--- src/rtl/ecc_secded_channel_if.sv ---
// Producer/consumer bundle of the SECDED channel: input word, error-injection mask,
// corrected output word with flags/syndrome, and the error counters.
interface ecc_secded_channel_if #(
   parameter int DATA_WIDTH = 8,
   parameter int CNT_WIDTH  = 16
);
   function automatic int calc_p(input int d);
      int r;
      r = 7;
      for (int p = 7; p >= 1; p--) begin
         if ((1 << p) >= d + p + 1) r = p;
      end
      return r;
   endfunction

   localparam int P          = calc_p(DATA_WIDTH);
   localparam int CODE_WIDTH = DATA_WIDTH + P + 1;

   logic                  in_valid;
   logic                  in_ready;
   logic [DATA_WIDTH-1:0] in_data;
   logic [CODE_WIDTH-1:0] inj_mask;
   logic                  out_valid;
   logic                  out_ready;
   logic [DATA_WIDTH-1:0] out_data;
   logic                  out_err_single;
   logic                  out_err_double;
   logic [P-1:0]          out_syndrome;
   logic                  cnt_clr;
   logic [CNT_WIDTH-1:0]  single_cnt;
   logic [CNT_WIDTH-1:0]  double_cnt;

   modport slave (
      input  in_valid, in_data, inj_mask, out_ready, cnt_clr,
      output in_ready, out_valid, out_data, out_err_single, out_err_double,
             out_syndrome, single_cnt, double_cnt
   );

   modport master (
      output in_valid, in_data, inj_mask, out_ready, cnt_clr,
      input  in_ready, out_valid, out_data, out_err_single, out_err_double,
             out_syndrome, single_cnt, double_cnt
   );
endinterface

--- src/rtl/ecc_secded_channel.sv ---
// SECDED channel: encode+inject in s1, decode/correct in s2; 2-cycle latency, 1 word/cycle,
// combinational ready so a full stalled pipeline deasserts in_ready without losing words.
module ecc_secded_channel #(
   parameter int DATA_WIDTH = 8,
   parameter int CNT_WIDTH  = 16
) (
   input logic                  clk,
   input logic                  rst,
   ecc_secded_channel_if.slave  bus
);
   function automatic int calc_p(input int d);
      int r;
      r = 7;
      for (int p = 7; p >= 1; p--) begin
         if ((1 << p) >= d + p + 1) r = p;
      end
      return r;
   endfunction

   localparam int P  = calc_p(DATA_WIDTH);
   localparam int CW = DATA_WIDTH + P + 1;

   typedef logic [CW-1:0]         code_t;
   typedef logic [DATA_WIDTH-1:0] data_t;

   // Data fills the non-power-of-two positions LSB-first; bit 0 is overall parity.
   function automatic code_t encode(input data_t d);
      code_t c;
      logic  par;
      int    j;
      c = '0;
      j = 0;
      for (int k = 1; k < CW; k++) begin
         if ((k & (k - 1)) != 0) begin
            c[k] = d[j];
            j++;
         end
      end
      for (int i = 0; i < P; i++) begin
         par = 1'b0;
         for (int k = 1; k < CW; k++) begin
            if (((k >> i) & 1) == 1 && k != (1 << i)) par = par ^ c[k];
         end
         c[1 << i] = par;
      end
      c[0] = ^c[CW-1:1];
      return c;
   endfunction

   function automatic data_t extract(input code_t c);
      data_t d;
      int    j;
      d = '0;
      j = 0;
      for (int k = 1; k < CW; k++) begin
         if ((k & (k - 1)) != 0) begin
            d[j] = c[k];
            j++;
         end
      end
      return d;
   endfunction

   logic                 r_v1;
   code_t                r_c1;
   logic                 r_v2;
   data_t                r_data;
   logic                 r_err_s;
   logic                 r_err_d;
   logic [P-1:0]         r_syn;
   logic [CNT_WIDTH-1:0] r_scnt;
   logic [CNT_WIDTH-1:0] r_dcnt;

   logic                 w_s2_adv;
   logic                 w_s1_adv;
   logic                 w_in_rdy;
   logic                 w_accept;
   logic                 w_out_hs;
   logic [P-1:0]         w_syn;
   logic                 w_q;
   code_t                w_fix;
   logic                 w_single;
   logic                 w_double;
   data_t                w_data;

   assign w_s2_adv = !r_v2 || bus.out_ready;
   assign w_s1_adv = r_v1 && w_s2_adv;
   assign w_in_rdy = !r_v1 || w_s1_adv;
   assign w_accept = bus.in_valid && w_in_rdy;
   assign w_out_hs = r_v2 && bus.out_ready;

   always_comb begin
      w_syn    = '0;
      w_q      = ^r_c1;
      w_fix    = r_c1;
      w_single = 1'b0;
      w_double = 1'b0;
      for (int k = 1; k < CW; k++) begin
         if (r_c1[k]) w_syn = w_syn ^ P'(k);
      end
      if (w_q) begin
         if (w_syn == '0) begin
            w_single = 1'b1;
         end else if (int'(w_syn) <= CW - 1) begin
            w_single = 1'b1;
            for (int k = 1; k < CW; k++) begin
               if (k == int'(w_syn)) w_fix[k] = ~r_c1[k];
            end
         end else begin
            w_double = 1'b1;
         end
      end else if (w_syn != '0) begin
         w_double = 1'b1;
      end
      w_data = extract(w_fix);
   end

   always_ff @(posedge clk or negedge rst) begin
      if (!rst) begin
         r_v1 <= 1'b0;
         r_c1 <= '0;
      end else if (w_in_rdy) begin
         r_v1 <= bus.in_valid;
         if (w_accept) r_c1 <= encode(bus.in_data) ^ bus.inj_mask;
      end
   end

   always_ff @(posedge clk or negedge rst) begin
      if (!rst) begin
         r_v2    <= 1'b0;
         r_data  <= '0;
         r_err_s <= 1'b0;
         r_err_d <= 1'b0;
         r_syn   <= '0;
      end else if (w_s2_adv) begin
         r_v2 <= r_v1;
         if (r_v1) begin
            r_data  <= w_data;
            r_err_s <= w_single;
            r_err_d <= w_double;
            r_syn   <= w_syn;
         end
      end
   end

   // Clear wins over a same-edge increment; counts stick at all-ones.
   always_ff @(posedge clk or negedge rst) begin
      if (!rst) begin
         r_scnt <= '0;
         r_dcnt <= '0;
      end else if (bus.cnt_clr) begin
         r_scnt <= '0;
         r_dcnt <= '0;
      end else if (w_out_hs) begin
         if (r_err_s && r_scnt != '1) r_scnt <= r_scnt + 1'b1;
         if (r_err_d && r_dcnt != '1) r_dcnt <= r_dcnt + 1'b1;
      end
   end

   assign bus.in_ready       = w_in_rdy;
   assign bus.out_valid      = r_v2;
   assign bus.out_data       = r_data;
   assign bus.out_err_single = r_err_s;
   assign bus.out_err_double = r_err_d;
   assign bus.out_syndrome   = r_syn;
   assign bus.single_cnt     = r_scnt;
   assign bus.double_cnt     = r_dcnt;
endmodule

--- src/flat_wrapper.sv ---
// flat-port wrapper written by rule: the top's interface ports become plain ports
module ecc_secded_channel_flat 
#(
   parameter int DATA_WIDTH = 8,
   parameter int CNT_WIDTH  = 16
)
  (clk, rst, bus_in_valid, bus_in_data, bus_inj_mask, bus_out_ready, bus_cnt_clr, bus_in_ready, bus_out_valid, bus_out_data, bus_out_err_single, bus_out_err_double, bus_out_syndrome, bus_single_cnt, bus_double_cnt);
  ecc_secded_channel_if #(.DATA_WIDTH(DATA_WIDTH), .CNT_WIDTH(CNT_WIDTH)) bus_i ();
  input logic clk;
  input logic rst;
  input wire logic [$bits(bus_i.in_valid)-1:0] bus_in_valid;
  input wire logic [$bits(bus_i.in_data)-1:0] bus_in_data;
  input wire logic [$bits(bus_i.inj_mask)-1:0] bus_inj_mask;
  input wire logic [$bits(bus_i.out_ready)-1:0] bus_out_ready;
  input wire logic [$bits(bus_i.cnt_clr)-1:0] bus_cnt_clr;
  output wire logic [$bits(bus_i.in_ready)-1:0] bus_in_ready;
  output wire logic [$bits(bus_i.out_valid)-1:0] bus_out_valid;
  output wire logic [$bits(bus_i.out_data)-1:0] bus_out_data;
  output wire logic [$bits(bus_i.out_err_single)-1:0] bus_out_err_single;
  output wire logic [$bits(bus_i.out_err_double)-1:0] bus_out_err_double;
  output wire logic [$bits(bus_i.out_syndrome)-1:0] bus_out_syndrome;
  output wire logic [$bits(bus_i.single_cnt)-1:0] bus_single_cnt;
  output wire logic [$bits(bus_i.double_cnt)-1:0] bus_double_cnt;
  assign bus_i.in_valid = bus_in_valid;
  assign bus_i.in_data = bus_in_data;
  assign bus_i.inj_mask = bus_inj_mask;
  assign bus_i.out_ready = bus_out_ready;
  assign bus_i.cnt_clr = bus_cnt_clr;
  assign bus_in_ready = bus_i.in_ready;
  assign bus_out_valid = bus_i.out_valid;
  assign bus_out_data = bus_i.out_data;
  assign bus_out_err_single = bus_i.out_err_single;
  assign bus_out_err_double = bus_i.out_err_double;
  assign bus_out_syndrome = bus_i.out_syndrome;
  assign bus_single_cnt = bus_i.single_cnt;
  assign bus_double_cnt = bus_i.double_cnt;
  ecc_secded_channel #(.DATA_WIDTH(DATA_WIDTH), .CNT_WIDTH(CNT_WIDTH)) u_core (.clk(clk), .rst(rst), .bus(bus_i));
endmodule
--- config.mk ---
export PLATFORM = sky130hd
export DESIGN_NAME = ecc_secded_channel_flat
export DESIGN_NICKNAME = d
export VERILOG_FILES = /design/src/rtl/ecc_secded_channel_if.sv /design/src/rtl/ecc_secded_channel.sv /design/src/flat_wrapper.sv
export SDC_FILE = /design/constraint.sdc
export NUM_CORES = 1
export LEC_CHECK = 0
export CAP_MARGIN = 15
export CORE_MARGIN = 5
export CORE_UTILIZATION = 40
export CTS_CLUSTER_DIAMETER = 40
export CTS_CLUSTER_SIZE = 20
export DETAILED_ROUTE_END_ITERATION = 10
export GPL_TIMING_DRIVEN = 1
export PLACE_DENSITY = 0.7
export RECOVER_POWER = 25
export SYNTH_ARGS = -nofsm -noshare
export SYNTH_HDL_FRONTEND = slang
export SYNTH_SLANG_ARGS = --single-unit
--- constraint.sdc ---
create_clock -name clk -period 2.35 [get_ports clk]
set_input_delay 0.5875 -clock clk [delete_from_list [all_inputs] [get_ports clk]]
set_output_delay 0.5875 -clock clk [all_outputs]
set_load 0.05 [all_outputs]
==> flow_summary.ini <==
[worst_setup_path]
cp-start-kind = flop
arrival_ps = 1690
cp_cell_sequence = clkdlybuf4s50_1
crit_family = buffers and inverters
required_ps = 1760
cp-end-kind = output port
crit_buf_inv = 1
slowest_stage = clkdlybuf4s50_1
crit_type = flop to output port
critPathMaxStageDelay_ps = 860
crit_fanout = 7

[floorplanning]
rows = 34
ios = 74
core-area_sq_mm = 0.00881
fp.dieW_microns = 106
dieArea_sq_mm = 0.0111
die_h_microns = 106
initial_core_util_pct = 41.4

[worst_hold_path]
hp-class = flop to flop

[pwr]
leakage_nw = 1.92
vdd_drop_max_mv = 0.468
cellPowerDensity_mw_per_mm2 = 1040

[layout]
utilization_pct = 54.9
layout.area.seq_sq_mm = 0.00153
fin_area_sq_mm = 0.00483
n_antenna_cell = 0
final_cells = 575
num-fill-cells = 785
final_nets = 490
syn_to_final_growth_pct = 32.4
multi_input_area_sq_mm = 0.00205
final_layout_size_suffix_gt1_share_pct = 12.0

[place]
postPlaceCellArea_sq_mm = 0.00465
post-place-ws_ps = -27.0
io_buffers = 73
placed_cells = 559
hpwl_microns = 6330
gp_congestion = 0.856

[grt]
grt_max_degree = 62
gr-total-overflow = 0
grt_usage_pct = 16.4
grt_first_pass_wirelength_microns = 15000
antenna_found_initial = 0
grt_pass1_vias = 3147

[timing]
worst_pin_slew_ps = 1450
slew-limit-headroom_pct = 3.34
rsz0062_at_grt = no
maxSlewViolCount = 0
finalHoldViolCount = 0
fin_ws_ps = 69.6
fin_crit_sh_pct = 97.0
setup_viol_count_final = 0
skew_ps = 7.31
max_freq_mhz = 439
period_needed_ps = 2280

[synthesis]
synth_area_per_cell_sq_um = 9.78
yosysTopAreaCell = dfrtp_1
synth_warnings = 0
synth_edf_count = 0
ys.flop_type = dfrtp_1
syn_nets = 401
yosys.area.top_type_share_pct = 41.8
ys_top_cells_by_area = dfrtp_1 42%, xnor2_1 9.8%, xor2_1 3.8%
synthCells = 373
syn_area_sq_mm = 0.00365
synth.yosys.seq_area_share_pct = 41.8
ys_ff_latch = 61
async_reset_ff_share_pct = 100
synth_cell_types = 47

[clock_network]
holdBufCountCts = 0
path_clk_slew_ps = 70
htree_num_levels = 3
cts_tree = done
clock_path_buffers = 2
clkSinkCount = 61
clock_latency_ps = 340
cts_buffers = 9
cts_root_buf = clkbuf_8

[detailed_routing]
vias = 3168
postRouteAntennaNets = 0
drc = 0
viasPerCell = 5.51
drt_iter0_markers = 179
wl_per_cell_microns = 15.1
wl_microns = 8680
drt_first_pass_iters = 5

[outcome]
status = completed

[run]
drv_cap = 0
-- what timing repair did --
action                                 in CTS  in global routing
setup endpoints to repair                   0                  8
gates resized for setup                     0                  1
endpoints found under the hold margin       0                  0
setup buffers                               0                  0
-- per-layer routing --
metal	vias to the layer above	wire length (microns)	GRT usage, %	share of wire [%]
li1	1529	-	-	-
met5	-	0	0	0
met4	0	209	7.59	2.4
met3	21	588	3.36	6.8
met2	126	4270	27.6	49
met1	1492	3600	20.2	42
-- layout by cell type (no fill, tap or decap), drive strengths merged, types with 8 or more instances in the layout --
cell type      instances
nand4                 11
o21ai                 23
clkdlybuf4s50         71
a31oi                  8
xnor2                 46
nor2                  34
and2                   9
buf                   25
nand3                 20
clkbuf                12
a21oi                  9
nand2                 31
xor2                  19
dfrtp                 61
-- kinds of logic (layout without fill, tap and decap cells) --
logic type | after synthesis | count (layout) | share of synthesized area, %
fa+ha+maj | 2 | 2 | 0.686
mux | 6 | 6 | 1.75
compound gates | 72 | 72 | 13.1
xor+xnor | 71 | 71 | 21.1
flops | 61 | 61 | 41.8
buf+inv | 21 | 115 | 2.26
simple gates | 140 | 140 | 19.3
-- registers in the layout, summed over array words and instances, names as in the netlist --
name / cells
u_core.bus.out_syndrome: 4
u_core.bus.double_cnt: 16
u_core.bus.single_cnt: 16
u_core.r_v1: 1
u_core.bus.out_err_double: 1
u_core.bus.out_err_single: 1
u_core.r_c1: 13
u_core.bus.out_valid: 1
u_core.bus.out_data: 8
-- stage by stage --
step	setup TNS, ps	power, mW	hold WS, ps
2_1_floorplan	0	3.23	292
3_3_place_gp	-1.02	4.04	472
3_5_place_dp	-37.8	4.10	479
4_1_cts	0	5.04	249
5_1_grt	0	5.31	522
6_report	0	5.02	483
-- layout make-up --
cell class | count | share of cell area (%)
Sequential cell | 61 | 31.6
Tap cell | 108 | 2.80
Multi-Input combinational cell | 291 | 42.3
Timing Repair Buffer | 97 | 19.2
Inverter | 2 | 0.155
Clock inverter | 5 | 1.04
Clock buffer | 11 | 2.93
-- final timing paths --
check                                           start                         end  slack, ps  cells past startpoint
max                          u_core.bus.single_cnt[2]           bus_single_cnt[2]         70                      1
min                        u_core.bus.out_syndrome[3]  u_core.bus.out_syndrome[3]        480                      2
max reg2reg                            u_core.r_c1[6]      u_core.bus.out_data[0]        120                      5
min reg2reg                u_core.bus.out_syndrome[3]  u_core.bus.out_syndrome[3]        480                      2
max in group asynchronous                         rst   u_core.bus.single_cnt[12]        810                      2
min in group asynchronous                         rst   u_core.bus.double_cnt[14]        670                      2
-- cells in the mapped netlist, types with 5 or more instances --
master and n:
and2_1 9, clkbuf_1 16, xnor2_1 41, o21ai_0 22, xor2_1 16, nand4_1 11, nand3_1 20, o311ai_0 6
dfrtp_1 61, nand2_1 31, nor2_1 33, xnor2_2 5, a2111oi_0 5, nor3_1 6, a21oi_1 9, and3_1 6
o211ai_1 6, nor4_1 6, a31oi_1 8
-- power breakdown --
part / internal (mW) / total [mW] / leakage [nW] / switching (mW)
Sequential: 1.24 / 1.42 / 0.794 / 0.176
Clock: 0.511 / 0.913 / 0.103 / 0.402
Combinational: 1.03 / 2.69 / 1.02 / 1.65
(Power assumes the default switching activity.)
